**src/rtl/mips_ctrl_pkg.sv**
```systemverilog
// Shared encodings for the multicycle MIPS control unit.
// Covers FSM states, opcode and funct fields, ALU op classes and ALU controls.
package mips_ctrl_pkg;

    typedef enum logic [3:0] {
        StFetch   = 4'd0,
        StDecode  = 4'd1,
        StMemAdr  = 4'd2,
        StMemRd   = 4'd3,
        StMemWb   = 4'd4,
        StMemWr   = 4'd5,
        StRtypeEx = 4'd6,
        StRtypeWb = 4'd7,
        StBeqEx   = 4'd8,
        StAddiEx  = 4'd9,
        StAddiWb  = 4'd10,
        StJEx     = 4'd11
    } state_t;

    localparam logic [5:0] OP_LW    = 6'b100011;
    localparam logic [5:0] OP_SW    = 6'b101011;
    localparam logic [5:0] OP_RTYPE = 6'b000000;
    localparam logic [5:0] OP_BEQ   = 6'b000100;
    localparam logic [5:0] OP_ADDI  = 6'b001000;
    localparam logic [5:0] OP_J     = 6'b000010;

    localparam logic [5:0] FUNCT_ADD = 6'b100000;
    localparam logic [5:0] FUNCT_SUB = 6'b100010;
    localparam logic [5:0] FUNCT_AND = 6'b100100;
    localparam logic [5:0] FUNCT_OR  = 6'b100101;
    localparam logic [5:0] FUNCT_SLT = 6'b101010;

    localparam logic [1:0] ALUOP_ADD   = 2'b00;
    localparam logic [1:0] ALUOP_SUB   = 2'b01;
    localparam logic [1:0] ALUOP_FUNCT = 2'b10;

    localparam logic [2:0] ALU_AND = 3'b000;
    localparam logic [2:0] ALU_OR  = 3'b001;
    localparam logic [2:0] ALU_ADD = 3'b010;
    localparam logic [2:0] ALU_SUB = 3'b110;
    localparam logic [2:0] ALU_SLT = 3'b111;

endpackage

```
**src/rtl/alu_decoder.sv**
```systemverilog
// ALU function decoder: maps the FSM's aluop class and the R-type funct field
// to an ALU operation. Purely combinational.
module alu_decoder
    import mips_ctrl_pkg::*;
(
    input  logic [1:0] aluop,
    input  logic [5:0] funct,
    output logic [2:0] alucontrol
);

    always_comb begin
        alucontrol = ALU_ADD;
        case (aluop)
            ALUOP_ADD: alucontrol = ALU_ADD;
            ALUOP_SUB: alucontrol = ALU_SUB;
            ALUOP_FUNCT: begin
                // Unknown funct falls back to add so the ALU never sees X.
                case (funct)
                    FUNCT_ADD: alucontrol = ALU_ADD;
                    FUNCT_SUB: alucontrol = ALU_SUB;
                    FUNCT_AND: alucontrol = ALU_AND;
                    FUNCT_OR:  alucontrol = ALU_OR;
                    FUNCT_SLT: alucontrol = ALU_SLT;
                    default:   alucontrol = ALU_ADD;
                endcase
            end
            default: alucontrol = ALU_ADD;
        endcase
    end

endmodule

```
**src/rtl/mc_controller.sv**
```systemverilog
// Multicycle MIPS control unit: Moore main-decoder FSM driving datapath enables
// and mux selects, plus the ALU function decoder.
module mc_controller
    import mips_ctrl_pkg::*;
(
    input  logic       clk,
    input  logic       reset,
    input  logic [5:0] op,
    input  logic [5:0] funct,
    input  logic       zero,
    output logic       iord,
    output logic       memwrite,
    output logic       irwrite,
    output logic       regwrite,
    output logic       regdst,
    output logic       memtoreg,
    output logic       alusrca,
    output logic [1:0] alusrcb,
    output logic [1:0] pcsrc,
    output logic [2:0] alucontrol,
    output logic       pcen,
    output logic [3:0] state
);

    state_t     state_q, state_d;
    logic       pcwrite;
    logic       branch;
    logic [1:0] aluop;

    // Reset lands in FETCH, so every write strobe drops without waiting for a clock.
    always_ff @(posedge clk or negedge reset) begin
        if (!reset) begin
            state_q <= StFetch;
        end else begin
            state_q <= state_d;
        end
    end

    always_comb begin
        state_d = StFetch;
        case (state_q)
            StFetch: state_d = StDecode;
            StDecode: begin
                case (op)
                    OP_LW, OP_SW: state_d = StMemAdr;
                    OP_RTYPE:     state_d = StRtypeEx;
                    OP_BEQ:       state_d = StBeqEx;
                    OP_ADDI:      state_d = StAddiEx;
                    OP_J:         state_d = StJEx;
                    default:      state_d = StFetch;
                endcase
            end
            StMemAdr:  state_d = (op == OP_LW) ? StMemRd : StMemWr;
            StMemRd:   state_d = StMemWb;
            StRtypeEx: state_d = StRtypeWb;
            StAddiEx:  state_d = StAddiWb;
            default:   state_d = StFetch;
        endcase
    end

    always_comb begin
        iord     = 1'b0;
        memwrite = 1'b0;
        irwrite  = 1'b0;
        regwrite = 1'b0;
        regdst   = 1'b0;
        memtoreg = 1'b0;
        alusrca  = 1'b0;
        alusrcb  = 2'b00;
        pcsrc    = 2'b00;
        pcwrite  = 1'b0;
        branch   = 1'b0;
        aluop    = ALUOP_ADD;
        case (state_q)
            StFetch: begin
                alusrcb = 2'b01;
                irwrite = 1'b1;
                pcwrite = 1'b1;
            end
            StDecode: begin
                alusrcb = 2'b11;
            end
            StMemAdr: begin
                alusrca = 1'b1;
                alusrcb = 2'b10;
            end
            StMemRd: begin
                iord = 1'b1;
            end
            StMemWb: begin
                memtoreg = 1'b1;
                regwrite = 1'b1;
            end
            StMemWr: begin
                iord     = 1'b1;
                memwrite = 1'b1;
            end
            StRtypeEx: begin
                alusrca = 1'b1;
                aluop   = ALUOP_FUNCT;
            end
            StRtypeWb: begin
                regdst   = 1'b1;
                regwrite = 1'b1;
            end
            StBeqEx: begin
                alusrca = 1'b1;
                aluop   = ALUOP_SUB;
                pcsrc   = 2'b01;
                branch  = 1'b1;
            end
            StAddiEx: begin
                alusrca = 1'b1;
                alusrcb = 2'b10;
            end
            StAddiWb: begin
                regwrite = 1'b1;
            end
            StJEx: begin
                pcsrc   = 2'b10;
                pcwrite = 1'b1;
            end
            default: ;
        endcase
    end

    assign pcen  = pcwrite | (branch & zero);
    assign state = state_q;

    alu_decoder u_alu_decoder (
        .aluop      (aluop),
        .funct      (funct),
        .alucontrol (alucontrol)
    );

endmodule

```
**config.mk**
```make
export PLATFORM = sky130hd
export DESIGN_NAME = mc_controller
export DESIGN_NICKNAME = d
export VERILOG_FILES = /design/src/rtl/mips_ctrl_pkg.sv /design/src/rtl/alu_decoder.sv /design/src/rtl/mc_controller.sv
export SDC_FILE = /design/constraint.sdc
export NUM_CORES = 1
export LEC_CHECK = 0
export ABC_AREA = 1
export CAP_MARGIN = 5
export CORE_UTILIZATION = 37
export DETAILED_ROUTE_END_ITERATION = 16
export PLACE_DENSITY = 0.83
export SLEW_MARGIN = 20
export SYNTH_ARGS = -nofsm -noshare
export SYNTH_HDL_FRONTEND = slang
export SYNTH_HIERARCHICAL = 1
export SYNTH_SLANG_ARGS = --single-unit
```
**constraint.sdc**
```tcl
create_clock -name clk -period 2.2 [get_ports clk]
set_input_delay 0.33 -clock clk [delete_from_list [all_inputs] [get_ports clk]]
set_output_delay 0.33 -clock clk [all_outputs]
set_load 0.1 [all_outputs]
```
# --- Word level (Yosys, flattened, before mapping) ---
# Cells that the tools add are included.
totals:
  word_cells: 50
  output_inout_bits: 19
  ff_bits: 4
  in_bits: 15
classes:
  muxes: 17
  bitwise_logic: 2
  reduce_logical: 8
  eq_ne: 22
ops:
  columns: ["op", "n"]
  rows:
  - ["6-bit == test (second input constant)", 6]
  - ["4-bit case mux with 6 select lines", 1]
  - ["4-bit case mux with 5 select lines", 1]
  - ["4-bit by 3-bit == test with 1-bit output (second input constant)", 4]
  - ["4-bit == test (second input constant)", 4]
  - ["3-bit case mux with 4 select lines", 1]
  - ["1-bit 2-to-1 mux", 9]
  - ["4-bit by 2-bit == test with 1-bit output (second input constant)", 2]
  - ["2-bit case mux with 2 select lines", 2]
  - ["2-bit OR reduction", 4]
  - ["6-bit by 2-bit == test with 1-bit output (second input constant)", 1]
  - ["6-bit by 3-bit == test with 1-bit output (second input constant)", 1]
  - ["6-bit by 4-bit == test with 1-bit output (second input constant)", 1]
  - ["6-bit zero test", 1]
  - ["2-bit case mux with 3 select lines", 1]
  - ["3-bit case mux with 2 select lines", 1]
  - ["4-bit by 1-bit == test with 1-bit output (second input constant)", 1]
  - ["4-bit zero test", 1]
  - ["4-bit OR reduction", 1]
  - ["3-bit 2-to-1 mux", 1]
  - ["3-bit OR reduction", 1]
  - ["2-bit by 1-bit == test with 1-bit output (second input constant)", 1]
  - ["2-bit == test (second input constant)", 1]
  - ["1-bit bitwise AND", 1]
  - ["1-bit bitwise OR", 1]

# --- Longest topological paths before layout ---
# Gate-level depths: netlist (run 1).
depth:
  depth_word: 4
  mapped_depth: 11

# --- Hierarchy ---
# The synthesis (run 1) kept the hierarchy.
modules_own_cells:
  columns: ["module", "n_inst", "cells_each", "seq_area_each_um2", "area_per_inst_um2"]
  rows:
  - ["mc_controller", 1, 80, 100.1, 419.2]
  - ["alu_decoder", 1, 37, 0.0, 173.9]

# --- Worst setup path after synthesis (run 1) ---
# Ideal clock, no wire load.
synth_timing:
  path_kind: "register -> output"
  startpoint: "register state_q[3], in the netlist state[3]"
  endpoint: "output port alucontrol[0]"
  slack_ns: -1.544
  arrival_ns: 3.414
  path_stages_with_launch: 7
  cell_sequence: "dfrtp_1 > nand2_1 > nor2_1 > inv_1 > ha_1 > or2_1 > a21oi_1"
synth_via:
  elab_chain_len: 4
  elab_cells_between_ends: 6
  classes_between: "4 x eq/ne; 2 x mux"
synth_rtl:
  columns: ["element", "line", "source"]
  rows:
  - ["start: declaration", "mc_controller.sv:25", "state_t state_q, state_d;"]
  - ["start signal: assignment", "mc_controller.sv:33", "state_q <= StFetch;"]
  - ["start signal: assignment", "mc_controller.sv:35", "state_q <= state_d;"]
  - ["4-bit == test / 4-bit by 3-bit == test with 1-bit output (equally long branches)", "mc_controller.sv:74", "case (state_q)"]
  - ["2-bit case mux with 2 select lines (*)", "mc_controller.sv:74", null]
  - ["via aluop[0]", "mc_controller.sv:28", "logic [1:0] aluop;"]
  - ["2-bit == test / 2-bit by 1-bit == test with 1-bit output (equally long branches)", "alu_decoder.sv:13", "case (aluop)"]
  - ["3-bit case mux with 2 select lines (*)", "alu_decoder.sv:13", null]
  - ["end: declaration", "mc_controller.sv:20", "output logic [2:0] alucontrol,"]
# Mark *: on every way through the listed nets, which the timed path passes. The rest lies on a longest branch.

# --- Worst setup path in the final report (run 1) ---
layout_timing:
  startpoint: "register state_q[1], in the netlist state[1]"
  endpoint: "output port alucontrol[1]"
# The elaborated chain is that of the path after synthesis.

==> summary.md, run 1 <==
| Metric | Value |
|---|---|
| Pre-antenna DRT Iters | 4 |
| Placement Setup Slack | 0.01814 ns |
| Die Area | 1767 sq um |
| Pwr per Cell Area | 1155 nW/um^2 |
| Area growth syn-to-layout | 134.4% |
| Count of max-cap constraint violations | 0 |
| Cell taking the most area after synthesis | nor2_1 |
| Detailed Route Iter0 Violations | 63 |
| Antenna cells | 0 |
| Fin. Hold Viols | 0 |
| Die X | 42.04 um |
| Final critical-path setup slack | -0.05377 ns |
| Hold WS | 0.2957 ns |
| Number of register bits inferred by synthesis | 4 |
| Final WL | 2957 um |
| Setup violators final | 3 |
| DR vias | 1047 |
| WS Path Type | reg -> out |
| Pins Over Slew Limit | 0 |
| DR WL/cell | 16.16 um |
| Vias/cell | 5.721 |
| Final Cell Area | 1390 sq um |
| Number of remaining DRC errors | 0 |
| Slowest stage delay, CP | 0.50 ns |
| Post-Syn Instances | 117 |
| Max rail drop VDD | 1.200 mV |
| Slew headroom | 78.84% |
| Startpoint types | register |
| Root Driver | clkbuf_4 |
| CP arrival | 1.92 ns |
| Final Wtd Congestion | 0.8386 |
| CP cell instances | nor2_4 > inv_2 > nor2_4 > inv_2 > ha_4 > inv_4 > nor2_4 > nand2_2 > nand2_2 > nor2_4 > nand2_4 > buf_12 |
| First-pass GRT wire length | 4429 um |
| H-tree depth | 1 |
| Area contributors post-synth | nor2_1 (18%), dfrtp_1 (17%), nand2_1 (16%), inv_1 (14%), nand3_1 (12%) |
| Layout cells sized above 1 | 47.90% |
| Leakage power | 0.6477 nW |
| Unrepaired setup endpoints after global routing | yes |
| Worst setup EP type | primary output |
| Port bufs | 33 |
| Post-synthesis sequential area ratio | 16.88% |
| Core region area | 1506 sq um |
| Placement Rows | 14 |
| Max reg flops | 4 |
| CP max-delay cell | dfrtp_4 |
| Worst path bufs/invs | 4 |
| Max Clk Rate | 0.4437 GHz |
| Largest net degree at the start of global routing | 7 |
| Final ANT Viol Nets | 0 |
| I/O pin total | 34 |
| Cell Area, Synth | 593.1 sq um |
| Slew @ Worst Pin | 0.3162 ns |
| Area share of the largest cell type after synthesis | 18.35% |
| Syn Nets | 134 |
| Status | finished with violations |
| Overflow after GRT | 0 |
| Clock slew at reported path FFs | 0.06 ns |
| Avg Inst Size Synth | 5.069 sq um |
| Crit-path leading delay family | simple AND/OR/NAND/NOR gates |
| CTS Buf Count | 3 |
| CTS tree | done |
| Synth cell types | 15 |
| Non-filler cells, final | 183 |
| Worst Skew | 0.01485 ns |
| Worst-path maximum fanout | 3 |
| Initial antenna violation count | 0 |
| CP required | 1.87 ns |
| Vias in the first global route | 979 |
| Placed instance area | 1221 sq um |
| Clk_lat worst skew | 0.26 ns |
| CP dominant cell by count | nor2_4 |
| Tmin final | 2.254 ns |
| # clock sinks | 4 |
| Failing checks | negative setup slack |
| Inst Count DP | 167 |
| Starting Density | 39.37% |
| Final period util | 102.4% |
| Die height | 42.04 um |
| Post-layout nets | 186 |
| Post-DP HPWL | 1774 um |
| Worst Hold Class | in -> async |
| Synth warn | 6 |
| Total global-route track usage | 33.39% |
| CTS Buffer Depth | 2 |
-- cell usage after synthesis --
cell     number
nor2_2        4
nand2_1      26
inv_1        22
inv_2         3
nor2_1       29
o22ai_1       1
ha_1          2
dfrtp_1       4
a21oi_1       4
o21ai_1       1
nand4_1       2
nand3_1      14
o21ai_0       2
or2_1         1
nand2_2       2
-- power by group --
group	internal [W]	total, W	switching, W
registers	0.000103	0.000134	0.0000313
clock network	0.0000624	0.000112	0.0000495
logic	0.000438	0.00136	0.000922
total	0.000603	0.00161	0.00100
-- final timing paths --
path,start,to,slack (ns),depth (start not counted)
setup / recovery,state[1],alucontrol[1],-0.05,12
hold / removal,reset,state[1],0.30,1
setup reg to reg,state[3],state[2],0.81,6
hold reg to reg,state[3],state[2],0.74,3
max in group asynchronous,reset,state[2],1.66,1
min in group clk,state[3],state[2],0.74,3
-- area by class of cell --
class / instances / area (sq um)
Fill cell: 52 / 116.4
Sequential cell: 4 / 115.1
Multi-Input combinational cell: 88 / 550.5
Tap cell: 16 / 20.02
Clock buffer: 3 / 22.52
Timing Repair Buffer: 47 / 579.3
Inverter: 25 / 102.6
-- placed cells by master (no fill, tap or decap), types with 3 or more instances in the layout --
cell type        count
inv_2                8
nand3_1             14
clkbuf_4             3
dfrtp_4              4
buf_4               17
nor2_2               6
inv_1               14
clkdlybuf4s50_1     14
nand2_4              5
nor2_4               7
buf_12              15
nand2_1             19
nor2_1              20
nand2_2              4
-- kinds of logic after synthesis --
family	count (synthesis)	share of synthesized area, %
adder cells (fa/ha/maj)	2	4.219
AND/OR/NAND/NOR	78	56.12
AO/OA/AOI/OAI	8	6.962
flip-flops	4	16.88
buffers and inverters	25	15.82
-- metal layers --
layer / global-route usage (%) / vias to the layer above / part of all wire, %
met5: 0 / - / 0
met4: 15.63 / 0 / 6.0
met3: 6.466 / 27 / 10
met2: 60.94 / 99 / 50
met1: 36.83 / 463 / 34
li1: - / 458 / -
-- metrics by stage --
| stage | setup TNS, ns | util, % | total power, W |
|---|---|---|---|
| 2_1_floorplan | -0.6313 | - | 0.0009590 |
| 3_3_place_gp | 0 | 81.06 | 0.001338 |
| 3_5_place_dp | 0 | 81.06 | 0.001355 |
| 4_1_cts | 0 | 89.78 | 0.001535 |
| 5_1_grt | -0.2583 | 92.28 | 0.001649 |
| 6_report | -0.1290 | 92.28 | 0.001606 |
-- worst reg2reg max path, stage by stage (launching register included) --
cell	delay, ns
dfrtp_4	0.51
inv_4	0.08
buf_4	0.13
nand2_1	0.14
nor2_1	0.22
nand4_1	0.13
nand3_1	0.10
-- timing repair --
action                                 CTS  global route
pin swaps                                7             5
buffers inserted                        10             3
resized for setup                       14             5
setup endpoints to repair                3             3
endpoints found under the hold margin    0             0
hold buffers                             0             0
Power figures use the tool's default switching activity.
==> run 2, diff against run 1 <==
--- a/config.mk
+++ b/config.mk
@@ -8,6 +8,7 @@
 export ABC_AREA = 1
 export CAP_MARGIN = 5
 export CORE_UTILIZATION = 37
+export CTS_CLUSTER_SIZE = 10
 export DETAILED_ROUTE_END_ITERATION = 16
 export PLACE_DENSITY = 0.83
 export SLEW_MARGIN = 20
==> results of run 2 <==
Same layout as run 1: the final DEF is identical, and so are final timing and power.
